--- src/rtl/alu_74181_nibble_serial_if.sv ---
// Handshake and operand/result bundle for the nibble-serial 74181 ALU engine.
interface alu_74181_nibble_serial_if #(
  parameter int NIBBLES = 4
);
  localparam int W = 4 * NIBBLES;

  logic         in_valid;
  logic         in_ready;
  logic [W-1:0] a;
  logic [W-1:0] b;
  logic [3:0]   s;
  logic         m;
  logic         cn;
  logic         out_valid;
  logic         out_ready;
  logic [W-1:0] f;
  logic         cn_out;
  logic         p_n;
  logic         g_n;
  logic         aeqb;
  logic         ovf;

  modport master (
    output in_valid, a, b, s, m, cn, out_ready,
    input  in_ready, out_valid, f, cn_out, p_n, g_n, aeqb, ovf
  );

  modport slave (
    input  in_valid, a, b, s, m, cn, out_ready,
    output in_ready, out_valid, f, cn_out, p_n, g_n, aeqb, ovf
  );
endinterface

--- src/rtl/alu_74181_nibble_serial.sv ---
// Nibble-serial 74181 ALU: one 4-bit slice reused per cycle, carry held in a register.
// Optional signed-overflow flag enabled by defining ALU_OVF_EN.
module alu_74181_nibble_serial #(
  parameter int NIBBLES = 4
) (
  input  logic                      clk,
  input  logic                      rst_n,
  alu_74181_nibble_serial_if.slave  bus
);
  localparam int W = 4 * NIBBLES;

  typedef enum logic [1:0] {IDLE, CALC, DONE} state_t;

  state_t       state_q, state_d;
  logic [W-1:0] a_q, a_d;
  logic [W-1:0] b_q, b_d;
  logic [W-1:0] f_q, f_d;
  logic [3:0]   s_q, s_d;
  logic         m_q, m_d;
  logic         c_q, c_d;
  logic         pacc_q, pacc_d;
  logic         gacc_q, gacc_d;
  logic [2:0]   k_q, k_d;
  logic         ovf_q, ovf_d;

  logic [3:0]   an, bn, pv, gv, fn;
  logic [4:0]   cv;
  logic         grp_p, grp_g;

  // Slice for the nibble currently selected by k_q.
  always_comb begin
    an = '0;
    bn = '0;
    for (int unsigned j = 0; j < NIBBLES; j++) begin
      if (k_q == 3'(j)) begin
        an = a_q[4*j +: 4];
        bn = b_q[4*j +: 4];
      end
    end
    pv = '0;
    gv = '0;
    fn = '0;
    cv = '0;
    cv[0] = c_q;
    for (int unsigned i = 0; i < 4; i++) begin
      pv[i]   = an[i] | (bn[i] & s_q[0]) | (~bn[i] & s_q[1]);
      gv[i]   = (an[i] & ~bn[i] & s_q[2]) | (an[i] & bn[i] & s_q[3]);
      fn[i]   = pv[i] ^ gv[i] ^ (m_q | cv[i]);
      cv[i+1] = gv[i] | (pv[i] & cv[i]);
    end
    grp_p = &pv;
    grp_g = gv[3] | (pv[3] & gv[2]) | (pv[3] & pv[2] & gv[1]) |
            (pv[3] & pv[2] & pv[1] & gv[0]);
  end

  always_comb begin
    state_d = state_q;
    a_d     = a_q;
    b_d     = b_q;
    f_d     = f_q;
    s_d     = s_q;
    m_d     = m_q;
    c_d     = c_q;
    pacc_d  = pacc_q;
    gacc_d  = gacc_q;
    k_d     = k_q;
    ovf_d   = ovf_q;
    case (state_q)
      IDLE: begin
        if (bus.in_valid) begin
          a_d     = bus.a;
          b_d     = bus.b;
          s_d     = bus.s;
          m_d     = bus.m;
          c_d     = ~bus.cn;
          k_d     = '0;
          pacc_d  = 1'b1;
          gacc_d  = 1'b0;
          f_d     = '0;
          ovf_d   = 1'b0;
          state_d = CALC;
        end
      end
      CALC: begin
        for (int unsigned j = 0; j < NIBBLES; j++) begin
          if (k_q == 3'(j)) f_d[4*j +: 4] = fn;
        end
        c_d    = cv[4];
        pacc_d = grp_p & pacc_q;
        gacc_d = grp_g | (grp_p & gacc_q);
        if (k_q == 3'(NIBBLES - 1)) begin
          ovf_d   = ~m_q & (cv[4] ^ cv[3]);
          state_d = DONE;
        end else begin
          k_d = k_q + 3'd1;
        end
      end
      DONE: begin
        if (bus.out_ready) state_d = IDLE;
      end
      default: state_d = IDLE;
    endcase
  end

  always_ff @(posedge clk or negedge rst_n) begin
    if (!rst_n) begin
      state_q <= IDLE;
      a_q     <= '0;
      b_q     <= '0;
      f_q     <= '0;
      s_q     <= '0;
      m_q     <= 1'b0;
      c_q     <= 1'b0;
      pacc_q  <= 1'b0;
      gacc_q  <= 1'b0;
      k_q     <= '0;
    end else begin
      state_q <= state_d;
      a_q     <= a_d;
      b_q     <= b_d;
      f_q     <= f_d;
      s_q     <= s_d;
      m_q     <= m_d;
      c_q     <= c_d;
      pacc_q  <= pacc_d;
      gacc_q  <= gacc_d;
      k_q     <= k_d;
    end
  end

`ifdef ALU_OVF_EN
  always_ff @(posedge clk or negedge rst_n) begin
    if (!rst_n) ovf_q <= 1'b0;
    else        ovf_q <= ovf_d;
  end
  assign bus.ovf = ovf_q;
`else
  assign ovf_q   = 1'b0;
  assign bus.ovf = 1'b0;
`endif

  assign bus.in_ready  = (state_q == IDLE);
  assign bus.out_valid = (state_q == DONE);
  assign bus.f         = f_q;
  assign bus.cn_out    = ~c_q;
  assign bus.p_n       = ~pacc_q;
  assign bus.g_n       = ~gacc_q;
  assign bus.aeqb      = &f_q;

endmodule

--- src/flat_wrapper.sv ---
// flat-port wrapper written by rule: the top's interface ports become plain ports
module alu_74181_nibble_serial_flat 
#(
  parameter int NIBBLES = 4
)
  (clk, rst_n, bus_in_valid, bus_a, bus_b, bus_s, bus_m, bus_cn, bus_out_ready, bus_in_ready, bus_out_valid, bus_f, bus_cn_out, bus_p_n, bus_g_n, bus_aeqb, bus_ovf);
  alu_74181_nibble_serial_if #(.NIBBLES(NIBBLES)) bus_i ();
  input  logic clk;
  input  logic rst_n;
  input wire logic [$bits(bus_i.in_valid)-1:0] bus_in_valid;
  input wire logic [$bits(bus_i.a)-1:0] bus_a;
  input wire logic [$bits(bus_i.b)-1:0] bus_b;
  input wire logic [$bits(bus_i.s)-1:0] bus_s;
  input wire logic [$bits(bus_i.m)-1:0] bus_m;
  input wire logic [$bits(bus_i.cn)-1:0] bus_cn;
  input wire logic [$bits(bus_i.out_ready)-1:0] bus_out_ready;
  output wire logic [$bits(bus_i.in_ready)-1:0] bus_in_ready;
  output wire logic [$bits(bus_i.out_valid)-1:0] bus_out_valid;
  output wire logic [$bits(bus_i.f)-1:0] bus_f;
  output wire logic [$bits(bus_i.cn_out)-1:0] bus_cn_out;
  output wire logic [$bits(bus_i.p_n)-1:0] bus_p_n;
  output wire logic [$bits(bus_i.g_n)-1:0] bus_g_n;
  output wire logic [$bits(bus_i.aeqb)-1:0] bus_aeqb;
  output wire logic [$bits(bus_i.ovf)-1:0] bus_ovf;
  assign bus_i.in_valid = bus_in_valid;
  assign bus_i.a = bus_a;
  assign bus_i.b = bus_b;
  assign bus_i.s = bus_s;
  assign bus_i.m = bus_m;
  assign bus_i.cn = bus_cn;
  assign bus_i.out_ready = bus_out_ready;
  assign bus_in_ready = bus_i.in_ready;
  assign bus_out_valid = bus_i.out_valid;
  assign bus_f = bus_i.f;
  assign bus_cn_out = bus_i.cn_out;
  assign bus_p_n = bus_i.p_n;
  assign bus_g_n = bus_i.g_n;
  assign bus_aeqb = bus_i.aeqb;
  assign bus_ovf = bus_i.ovf;
  alu_74181_nibble_serial #(.NIBBLES(NIBBLES)) u_core (.clk(clk), .rst_n(rst_n), .bus(bus_i));
endmodule
--- config.mk ---
export PLATFORM = sky130hd
export DESIGN_NAME = alu_74181_nibble_serial_flat
export DESIGN_NICKNAME = d
export VERILOG_FILES = /design/src/rtl/alu_74181_nibble_serial_if.sv /design/src/rtl/alu_74181_nibble_serial.sv /design/src/flat_wrapper.sv
export SDC_FILE = /design/constraint.sdc
export NUM_CORES = 1
export LEC_CHECK = 0
export BUFFER_PORTS_ARGS = -buffer_cell sky130_fd_sc_hd__buf_4
export CORE_ASPECT_RATIO = 1.25
export CORE_MARGIN = 8
export CORE_UTILIZATION = 50
export DETAILED_ROUTE_END_ITERATION = 10
export PLACE_DENSITY = 0.74
export SYNTH_ARGS = -nofsm -noshare
export SYNTH_HDL_FRONTEND = slang
export SYNTH_SLANG_ARGS = --single-unit
--- constraint.sdc ---
create_clock -name clk -period 3.2 [get_ports clk]
set_clock_uncertainty 0.15 [all_clocks]
set_input_delay 0.64 -clock clk [delete_from_list [all_inputs] [get_ports clk]]
set_output_delay 0.64 -clock clk [all_outputs]
set_load 0.02 [all_outputs]
### Word level (Yosys, flattened, before mapping)

Cells that the tools add are included.

* input bits: 42
* output and inout bits: 23
* ROM bits: 0
* register bits: 61
* memories kept: 0
* latch bits: 0
* memory bits (writable): 0

* reductions and logical operators: 13
* multiplexer cells: 27
* shift-type cells: 0
* bitwise gates (word level): 75
* add/subtract/negate cells: 1
* order comparisons: 0
* equal/unequal tests: 12
* multiply operators: 0
* div/mod/pow operators: 0

Operator list (number)
* 4-bit two-way mux: 12
* 1-bit bitwise AND: 35
* 16-bit case mux with 2 select lines: 1
* 1-bit OR: 24
* 3-bit AND reduction: 6
* 16-bit two-way mux: 1
* 16-bit AND reduction: 1
* 2-bit by 1-bit inequality test with 1-bit output (second input constant): 4
* 1-bit NOT: 8
* 1-bit bitwise XOR: 8
* 3-bit by 2-bit equality test with 1-bit output (second input constant): 2
* 2-bit two-way mux: 3
* 3-bit two-way mux: 2
* 2-bit inequality test (second input constant): 3
* 1-bit case mux with 2 select lines: 3
* 2-bit case mux with 3 select lines: 1
* 3-bit case mux with 2 select lines: 1
* 2-bit AND reduction: 2
* 4-bit AND reduction: 1
* 3-bit by 1-bit adder with 3-bit output (second input constant): 1
* 3-bit by 1-bit equality test with 1-bit output (second input constant): 1
* 3-bit zero test: 1
* 1-bit two-way mux: 3
* 2-bit by 1-bit equality test with 1-bit output (second input constant): 1
* other kinds (3): 3

### Logic depth before layout (Yosys ltp)

Gate-level depths: netlist of run 1.

* depth after elaboration: 18
* gate-level depth with buffers: 12

### Worst setup path after synthesis of run 1

Ideal clock, no wire load.

* path type: reg-to-reg
* start: register u_core.k_q[0]
* end: register u_core.f_q[10] (netlist: u_core.bus.f[10])
* cell stages (with the launch flop): 11
* arrival: 2.311 ns
* path buffers: 0
* period minus slack after synthesis: 2.595 ns
* path slack: 0.605 ns
* cell sequence: dfrtp_1 ha_1 ha_1 or2_1 a221o_1 nand3_1 a21oi_2 o211ai_2 nor3b_2 xor2_1 o31ai_1

* cells in the longest elaborated chain, start to end: 16

Ends and longest elaborated chain
* start, declared: line alu_74181_nibble_serial.sv:23 `logic [2:0] k_q, k_d;`
* start signal, assigned: line alu_74181_nibble_serial.sv:127 `k_q <= k_d;`
* 3-bit zero test: line alu_74181_nibble_serial.sv:35 `if (k_q == 3'(j)) begin`
* 4-bit two-way mux (4 in series): line alu_74181_nibble_serial.sv:35
* 1-bit bitwise AND / 1-bit NOT (equally long branches): line alu_74181_nibble_serial.sv:46, alu_74181_nibble_serial.sv:47
* 1-bit OR (tied with other cells): line alu_74181_nibble_serial.sv:46 `pv[i] = an[i] | (bn[i] & s_q[0]) | (~bn[i] & s_q[1]);`
* 1-bit OR / 1-bit bitwise AND (equally long branches): line alu_74181_nibble_serial.sv:46, alu_74181_nibble_serial.sv:47
* 1-bit bitwise AND / 1-bit OR (equally long branches): line alu_74181_nibble_serial.sv:49, alu_74181_nibble_serial.sv:47
* 1-bit OR: line alu_74181_nibble_serial.sv:49 `cv[i+1] = gv[i] | (pv[i] & cv[i]);`
* 1-bit bitwise AND: line alu_74181_nibble_serial.sv:49
* 1-bit OR: line alu_74181_nibble_serial.sv:49
* 1-bit OR: line alu_74181_nibble_serial.sv:48 `fn[i] = pv[i] ^ gv[i] ^ (m_q | cv[i]);`
* 1-bit bitwise XOR: line alu_74181_nibble_serial.sv:48
* 4-bit two-way mux: line alu_74181_nibble_serial.sv:86 `if (k_q == 3'(j)) f_d[4*j +: 4] = fn;`
* 16-bit case mux with 2 select lines: line alu_74181_nibble_serial.sv:68 `case (state_q)`
* end signal, assigned: line alu_74181_nibble_serial.sv:110 `f_q <= '0;`
* end signal, assigned: line alu_74181_nibble_serial.sv:121 `f_q <= f_d;`
* end, declared: line alu_74181_nibble_serial.sv:17 `logic [W-1:0] f_q, f_d;`

Several ways; a longest one is shown, not always the timed one. The select of a mux whose other input is x is not followed.
A chain may end at the register's enable or synchronous reset.

### Worst setup path in the final report of run 1

* start: register u_core.k_q[0]
* end: register u_core.f_q[2] (netlist: u_core.bus.f[2])

* cells in the longest elaborated chain, start to end: 16

Ends and longest elaborated chain (line)
* 3-bit zero test: alu_74181_nibble_serial.sv:35, alu_74181_nibble_serial.sv:86
* 4-bit two-way mux (4 in series): alu_74181_nibble_serial.sv:35
* 1-bit bitwise AND / 1-bit NOT (equally long branches): alu_74181_nibble_serial.sv:46, alu_74181_nibble_serial.sv:47
* 1-bit OR (tied with other cells): alu_74181_nibble_serial.sv:46
* 1-bit OR / 1-bit bitwise AND (equally long branches): alu_74181_nibble_serial.sv:46, alu_74181_nibble_serial.sv:47
* 1-bit bitwise AND / 1-bit OR (equally long branches): alu_74181_nibble_serial.sv:49, alu_74181_nibble_serial.sv:47
* 1-bit OR: alu_74181_nibble_serial.sv:49
* 1-bit bitwise AND: alu_74181_nibble_serial.sv:49
* 1-bit OR: alu_74181_nibble_serial.sv:49
* 1-bit OR: alu_74181_nibble_serial.sv:48
* 1-bit bitwise XOR: alu_74181_nibble_serial.sv:48
* 4-bit two-way mux: alu_74181_nibble_serial.sv:86
* 16-bit case mux with 2 select lines: alu_74181_nibble_serial.sv:68

Several ways; a longest one is shown, not always the timed one. The select of a mux whose other input is x is not followed.

==> results of run 1 <==
worst max-delay path: stages, from the launching register on:
cell,delay (ps)
dfrtp_1,410
inv_1,80
ha_1,360
buf_4,240
a221o_1,270
a32oi_2,270
o211ai_2,190
o211ai_2,130
nor3b_2,210
xor2_1,350
o31ai_1,130
timing repair:
action                     in CTS  in global routing
setup endpoints to repair       0                  4
buffers inserted                0                  0
resized for setup               0                  1
metrics by stage:
step	hold slack, ps	utilization	worst slack (ps)	std cells
after detailed placement	345.2	0.5969	220.2	417
after global routing	288.3	0.6267	16.44	432
after CTS	250.2	0.6262	204.5	432
final	210.5	0.6267	279.2	432
after floorplan	194.4	-	605.4	276
after global placement	339.1	0.5969	278.2	417
layer usage:
metal / wire [um] / vias to the layer above
li1: - / 1126
met1: 2867 / 1105
met2: 3614 / 76
met3: 506 / 14
met4: 157 / 0
met5: 0 / -
where the power goes:
group,switching (mW),internal [mW]
Sequential,0.277,1.13
Combinational,1.30,1.02
Clock,0.277,0.340
final cells by class:
cell class | count | share of cell area
Multi-Input combinational cell | 194 | 0.3795
Sequential cell | 61 | 0.4029
Tap cell | 85 | 0.02807
Clock inverter | 1 | 0.001321
Clock buffer | 14 | 0.04557
Timing Repair Buffer | 67 | 0.1328
Inverter | 10 | 0.009908
cell usage after synthesis, types with 2 or more instances:
cell type  count  area [um2]
mux2i_1        2       20.02
nand2b_1       8       50.05
a221o_1        4       40.04
nand3_1        3       15.01
nor3_1         2       10.01
o211ai_2       2       25.02
nor2_1        10       37.54
or3_1          2       12.51
o31ai_1        7       52.55
ha_1           5       62.56
xnor2_1        3       26.28
a21oi_2        3       26.28
nor2b_1        3       18.77
clkbuf_1       4       15.01
nand4_1        4       25.02
and2_1         4       25.02
o21ai_1       11       55.05
a22oi_1        2       15.01
buf_1          3       11.26
mux2_2        36       405.4
a21oi_1       11       55.05
o211ai_1       2       15.01
nand2_1       34       127.6
buf_4          3       22.52
inv_1         10       37.54
nand3b_1       6       45.04
a32oi_2        3       48.80
o21ai_0       10       50.05
dfrtp_1       61        1526
sequential cells by signal (all words and copies together) (netlist names):
register,flops
u_core.k_q,3
u_core.gacc_q,1
u_core.b_q,16
u_core.s_q,4
u_core.state_q,2
u_core.pacc_q,1
u_core.c_q,1
u_core.m_q,1
u_core.bus.f,16
u_core.a_q,16
kinds of logic (layout without fill, tap and decap cells):
family | count (synthesis) | after routing
AO/OA/AOI/OAI | 65 | 65
XOR/XNOR | 4 | 4
adder cells (fa/ha/maj) | 5 | 5
buffers and inverters | 21 | 92
flip-flops | 61 | 61
multiplexers | 38 | 38
other | 1 | 1
AND/OR/NAND/NOR | 81 | 81
worst min-delay path by stage:
stage,end,depth (start not counted),slack [ps]
6_report,u_core.bus.f[2],1,210
5_1_grt,u_core.bus.f[2],1,290
4_1_cts,u_core.bus.f[0],1,250
3_5_place_dp,u_core.bus.f[6],2,350
3_3_place_gp,u_core.bus.f[4],2,340
2_1_floorplan,u_core.a_q[0],0,190
cell usage in the layout (no fill, tap or decap), types with 2 or more instances in the layout:
| cell type | instances |
|---|---|
| buf_4 | 67 |
| dfrtp_1 | 61 |
| mux2_2 | 36 |
| nand2_1 | 34 |
| clkbuf_8 | 12 |
| o21ai_1 | 11 |
| a21oi_1 | 11 |
| inv_1 | 10 |
| nor2_1 | 10 |
| o21ai_0 | 10 |
| nand2b_1 | 8 |
| o31ai_1 | 7 |
| nand3b_1 | 6 |
| nand4_1 | 4 |
| a221o_1 | 4 |
| ha_1 | 4 |
| nor2b_1 | 3 |
| a21oi_2 | 3 |
| and2_1 | 3 |
| a32oi_2 | 3 |
| nand3_1 | 3 |
| xnor2_1 | 3 |
| o211ai_2 | 2 |
| nor3_1 | 2 |
| a22oi_1 | 2 |
| mux2i_1 | 2 |
| o211ai_1 | 2 |
| or3_1 | 2 |
| clkbuf_1 | 2 |
==> impl_metrics.json, run 1 <==
{
  "placed_area_um2": 3608,
  "antenna_left": 0,
  "power.static_leakage_nw": 1.681,
  "use_met1": 0.1827,
  "path_class": "reg -> reg",
  "synth_cells": 276,
  "startpoint": "u_core.k_q[0]",
  "yosys.area_share.simple": 0.1342,
  "avgSynthCellArea_um2": 11.08,
  "outcome": "finished clean",
  "period_share": 0.9127,
  "syn_nets": 323,
  "totalWireLength_um": 7145,
  "fmax_mhz": 342.4,
  "portBuffers": 63,
  "ir_drop_uv": 607.2,
  "diodes": 0,
  "period_needed_ps": 2921,
  "syn_to_final_growth_pct": 23.90,
  "setup_viol_count_final": 0,
  "fill_cells": 520,
  "drt_first_pass_iters": 4,
  "yosys_warnings": 0,
  "clk_pin_slew_ps": 60,
  "rows": 32,
  "grt_pass1_wl_um": 11940,
  "dp_hpwl_um": 5563,
  "vias": 2321,
  "grt_use_total": 0.1740,
  "rsz0062_at_grt": "false",
  "ys_ff_latch": 61,
  "use_met3": 0.06166,
  "cts.hold.buffers_added": 0,
  "clockBufferDepth": 2,
  "finalMaxSlewViolations": 0,
  "fp.coreArea_um2": 6046,
  "finalInstanceArea_um2": 3789,
  "startpoint_type": "flop",
  "synthXorXnorAreaFrac": 0.01146,
  "relSlewSlack": 0.4979,
  "synthMuxAreaShare": 0.1391,
  "synth_edf_count": 0,
  "die_h_um": 103.4,
  "power.total_mw": 4.351,
  "initial_core_util": 0.5058,
  "overflow": 0,
  "grt_antenna_before_repair": 0,
  "cts_buffers": 9,
  "h-tree-depth": 3,
  "synth.distinct_cells": 47,
  "wl_per_cell_um": 16.54,
  "worst_pin_slew_ps": 753.2,
  "cts.sinks": 61,
  "worstPathArrival_ps": 2980,
  "drv_cap": 0,
  "layout.nets": 390,
  "synth_top_family_by_area": "compound AO/OA/AOI/OAI gates",
  "die-area_um2": 8890,
  "busiest_layer": "met2",
  "multiInputGateArea_um2": 1438,
  "vias_per_cell": 5.373,
  "hold_violations": 0,
  "rr_startpoint": "u_core.k_q[0]",
  "grt_pass1_vias": 2422,
  "gp_congestion": 0.8717,
  "synth_flop_cell": "dfrtp_1",
  "root_buffer": "clkbuf_8",
  "drt_drc_violations_left": 0,
  "rrSetupSlack_ps": 280,
  "tritoncts": "built",
  "r2r-end": "u_core.bus.f[2]",
  "drt-initial-drc-count": 112,
  "async_flop_share": 1.000,
  "required_ps": 3260,
  "grt_max_degree": 62,
  "die_x_um": 85.95,
  "synth_adder_area_share": 0.02046,
  "r2r_cells": 10,
  "powerDensity_nw_per_um2": 1148,
  "synthesis.area_um2": 3058,
  "end_kind": "flop",
  "yosysSeqAreaShare": 0.4992,
  "ioPinCount": 65,
  "holdCritPathClass": "in -> async",
  "grt_util_met2": 0.3003,
  "worstSetupEndpoint": "u_core.bus.f[2]",
  "finalSetupTns_ps": 0,
  "crit_fanout": 10,
  "synth_compound_area_frac": 0.1624,
  "regArea_um2": 1526,
  "insertion_delay_ps": 330,
  "drive_gt1_frac": 0.3833
}
Power figures use the tool's default switching activity.
==> run 2: changes to the inputs <==
--- a/config.mk
+++ b/config.mk
@@ -6,7 +6,6 @@
 export NUM_CORES = 1
 export LEC_CHECK = 0
 export BUFFER_PORTS_ARGS = -buffer_cell sky130_fd_sc_hd__buf_4
-export CORE_ASPECT_RATIO = 1.25
 export CORE_MARGIN = 8
 export CORE_UTILIZATION = 50
 export DETAILED_ROUTE_END_ITERATION = 10
==> impl_metrics.json, run 2 (synthesis results as in run 1) <==
{
  "relSlewSlack": 0.4956,
  "finalInstanceArea_um2": 3797,
  "grt_antenna_before_repair": 0,
  "grt_use_total": 0.1731,
  "diodes": 0,
  "crit_chain": "ha_1 -> ha_1 -> buf_4 -> nor2_1 -> a32oi_2 -> a21oi_2 -> o211ai_2 -> nor3b_2 -> xor2_1 -> o31ai_1",
  "insertion_delay_ps": 340,
  "post-route-util": 0.6414,
  "hold_violations": 0,
  "setup_viol_count_final": 0,
  "worst_pin_slew_ps": 756.6,
  "cp_top_family": "compound AO/OA/AOI/OAI gates",
  "end_kind": "flop",
  "finalMaxSlewViolations": 0,
  "syn_to_final_growth_pct": 24.18,
  "crit_buf_inv": 1,
  "vias": 2314,
  "period_needed_ps": 2953,
  "vias_per_cell": 5.483,
  "final_common_cell": "buf_4",
  "grt_util_met2": 0.2781,
  "cts.sinks": 61,
  "placed_area_um2": 3596,
  "initial_core_util": 0.5165,
  "overflow": 0,
  "required_ps": 3250,
  "tritoncts": "built",
  "drt_first_pass_iters": 4,
  "slowest_delay_ps": 420,
  "finalSetupTns_ps": 0,
  "totalWireLength_um": 7248,
  "busiest_layer": "met2",
  "drt_drc_violations_left": 0,
  "wl_per_cell_um": 17.18,
  "cp_slowest_cell": "dfrtp_1",
  "startpoint_type": "flop",
  "outcome": "finished clean",
  "die_x_um": 94.21,
  "grt_pass1_vias": 2411,
  "portBuffers": 63,
  "h-tree-depth": 3,
  "fmax_mhz": 338.6,
  "cp_common_cell": "ha_1",
  "path_class": "reg -> reg",
  "layout.nets": 390,
  "use_met3": 0.06155,
  "powerDensity_nw_per_um2": 1163,
  "clk_pin_slew_ps": 70,
  "grt_max_degree": 62,
  "cts.hold.buffers_added": 0,
  "gp_congestion": 0.8248,
  "power.static_leakage_nw": 1.690,
  "ir_drop_uv": 560.7,
  "most-common-layout-cells": "67 x buf_4, 61 x dfrtp_1, 36 x mux2_2, 34 x nand2_1",
  "fp.coreArea_um2": 5921,
  "die_h_um": 94.21,
  "drv_cap": 0,
  "grt_pass1_wl_um": 11930,
  "rows": 28,
  "dp_hpwl_um": 5557,
  "drt-initial-drc-count": 75,
  "antenna_left": 0,
  "worstPathArrival_ps": 3010,
  "rsz0062_at_grt": "false",
  "cts_buffers": 9,
  "drive_gt1_frac": 0.3890,
  "ioPinCount": 65,
  "root_buffer": "clkbuf_8",
  "ctsResizeCount": 0,
  "crit_fanout": 15,
  "use_met1": 0.2004,
  "clockBufferDepth": 2,
  "period_share": 0.9229,
  "holdCritPathClass": "in -> async",
  "cts_setup_buffers": 0,
  "die-area_um2": 8875
}
run 2: cell types whose count changed in the layout (fill, tap and decap cells not counted):
cell,delta
clkbuf_1,-2
bufinv_16,+1
clkbuf_8,-1
clkinv_2,+1
clkinvlp_4,+1
run 2: power by group:
group,leakage [nW],switching (mW),internal [mW]
sequential,0.749,0.274,1.13
combinational,0.840,1.30,1.02
clock,0.101,0.291,0.395
total,1.69,1.87,2.55
run 2: layout make-up:
class / instances / area (um2)
timing repair buffer: 67 / 503.0
clock buffer: 11 / 151.4
inverter: 10 / 37.54
tap: 75 / 93.84
fill: 495 / 2123
clock inverter: 4 / 47.55
multi-input combinational: 194 / 1438
sequential: 61 / 1526
run 2: path summary, 6_finish.rpt:
path / startpoint / end / slack [ps] / cells after the start
max reg2reg: u_core.k_q[0] / u_core.bus.f[10] / 250 / 10
min: rst_n / u_core.k_q[2] / 230 / 1
max: u_core.k_q[0] / u_core.bus.f[10] / 250 / 10
min in group clk: bus_out_ready / u_core.state_q[1] / 350 / 2
max in group asynchronous: rst_n / u_core.s_q[3] / 2180 / 1
min reg2reg: u_core.bus.f[10] / u_core.bus.f[10] / 360 / 2
run 2: metrics by stage:
stage | hold slack (ps) | setup WS (ps) | power [mW] | std cells
floorplan | 194.4 | 605.4 | 3.101 | 276
global placement | 340.5 | 307.5 | 3.677 | 407
detailed placement | 347.2 | 199.1 | 3.751 | 407
CTS | 245.3 | 172.1 | 4.439 | 422
global route | 286.4 | 21.66 | 4.746 | 422
finish | 225.9 | 246.9 | 4.417 | 422
run 2: metal layers:
layer,part of all wire,wire (um),up-vias
li1,-,-,1126
met3,0.079,574,12
met1,0.42,3039,1107
met2,0.48,3501,69
met5,0,0,-
met4,0.018,133,0
==> run 3: changes to the inputs <==
--- a/config.mk
+++ b/config.mk
@@ -6,6 +6,7 @@
 export NUM_CORES = 1
 export LEC_CHECK = 0
 export BUFFER_PORTS_ARGS = -buffer_cell sky130_fd_sc_hd__buf_4
+export CORE_ASPECT_RATIO = 0.6
 export CORE_MARGIN = 8
 export CORE_UTILIZATION = 50
 export DETAILED_ROUTE_END_ITERATION = 10
==> impl_metrics.json, run 3 (synthesis results as in run 1) <==
{
  "outcome": "finished clean",
  "setup_viol_count_final": 0,
  "slowest_delay_ps": 450,
  "ir_drop_uv": 546.9,
  "overflow": 0,
  "diodes": 0,
  "powerDensity_nw_per_um2": 1170,
  "hold_violations": 0,
  "finalInstanceArea_um2": 3785,
  "dp_hpwl_um": 5848,
  "worst_hold_slack_ps": 219.7,
  "power.total_mw": 4.428,
  "cp_slowest_cell": "ha_1",
  "post-place-ws_ps": 219.9,
  "tritoncts": "built",
  "drv_cap": 0,
  "rows": 22,
  "path_class": "reg -> reg",
  "initial_core_util": 0.5096,
  "worstPathArrival_ps": 3090,
  "post-route-util": 0.6307,
  "fill_cells": 504,
  "cp_top_family": "compound AO/OA/AOI/OAI gates",
  "required_ps": 3260,
  "end_kind": "flop",
  "layout.nets": 390,
  "rsz0062_at_grt": "false",
  "placed_area_um2": 3607,
  "crit_chain": "inv_1 -> ha_1 -> nor2b_2 -> a221o_1 -> a32oi_2 -> o211ai_2 -> o211ai_2 -> nor3b_2 -> xor2_1 -> o31ai_1",
  "portBuffers": 63,
  "clk_pin_slew_ps": 60,
  "fp.coreArea_um2": 6001,
  "place_inst": 416,
  "cts.hold.buffers_added": 0,
  "worst_slack_ps": 171.1,
  "root_buffer": "clkbuf_8",
  "holdCritPathClass": "in -> async",
  "cp_common_cell": "o211ai_2",
  "insertion_delay_ps": 350,
  "grt_pass1_wl_um": 12570,
  "clockBufferDepth": 2,
  "drt_first_pass_iters": 4,
  "grt_antenna_before_repair": 0,
  "crit_fanout": 11,
  "fmax_mhz": 330.2,
  "crit_buf_inv": 1,
  "worst_pin_slew_ps": 758.5,
  "syn_to_final_growth_pct": 23.77,
  "final_common_cell": "buf_4",
  "antenna_left": 0,
  "cts.sinks": 61,
  "relSlewSlack": 0.4944,
  "ctsResizeCount": 0,
  "gp_congestion": 0.9066,
  "power.static_leakage_nw": 1.682,
  "vias_per_cell": 5.566,
  "wl_per_cell_um": 17.86,
  "ioPinCount": 65,
  "grt_pass1_vias": 2467,
  "die-area_um2": 8956,
  "grt_use_total": 0.1820,
  "final_cells": 431,
  "most-common-layout-cells": "67 x buf_4, 61 x dfrtp_1, 36 x mux2_2, 34 x nand2_1, 12 x clkbuf_8",
  "finalMaxSlewViolations": 0,
  "h-tree-depth": 3,
  "drive_gt1_frac": 0.3804,
  "multiInputGateArea_um2": 1435,
  "startpoint_type": "flop",
  "totalWireLength_um": 7698,
  "regArea_um2": 1526,
  "vias": 2399,
  "cts_setup_buffers": 0,
  "period_needed_ps": 3029,
  "cts_buffers": 9,
  "finalSetupTns_ps": 0,
  "grt_max_degree": 62,
  "drt-initial-drc-count": 174,
  "drt_drc_violations_left": 0,
  "die_x_um": 117.0,
  "die_h_um": 76.58,
  "period_share": 0.9465
}
[run 3: cell types whose count changed in the layout (fill, tap and decap cells not counted)]
cell,previous run,this run
ha_2,1,0
clkinvlp_4,1,0
bufinv_16,1,0
clkinv_2,2,1
clkbuf_8,11,12
ha_1,4,5
clkbuf_1,0,2
[run 3: path summary, 6_finish.rpt]
check | start | cells past startpoint | to | slack [ps]
max in group asynchronous | rst_n | 1 | u_core.bus.f[0] | 2190
worst max register to register | u_core.k_q[1] | 10 | u_core.bus.f[10] | 170
worst min register to register | u_core.bus.f[4] | 2 | u_core.bus.f[4] | 360
min in group clk | bus_b[8] | 3 | u_core.b_q[8] | 350
worst min-delay path | rst_n | 1 | u_core.a_q[9] | 220
worst max-delay path | u_core.k_q[1] | 10 | u_core.bus.f[10] | 170
[run 3: power by group]
| group | switching [mW] | total [mW] | internal (mW) |
|---|---|---|---|
| logic | 1.36 | 2.38 | 1.02 |
| registers | 0.303 | 1.44 | 1.13 |
| clock network | 0.277 | 0.616 | 0.339 |
[run 3: final cells by class]
| class | instances | share of cell area |
|---|---|---|
| Clock inverter | 1 | 0.001322 |
| Timing Repair Buffer | 67 | 0.1329 |
| Tap cell | 84 | 0.02777 |
| Multi-Input combinational cell | 194 | 0.3792 |
| Inverter | 10 | 0.009917 |
| Sequential cell | 61 | 0.4033 |
| Clock buffer | 14 | 0.04562 |
[run 3: routing by layer]
metal  GRT usage  vias up  share of wire
li1            -     1123              -
met1      0.2431     1184           0.47
met2      0.2524       84           0.42
met3     0.08703        8           0.10
met4     0.05464        0          0.012
met5           0        -              0
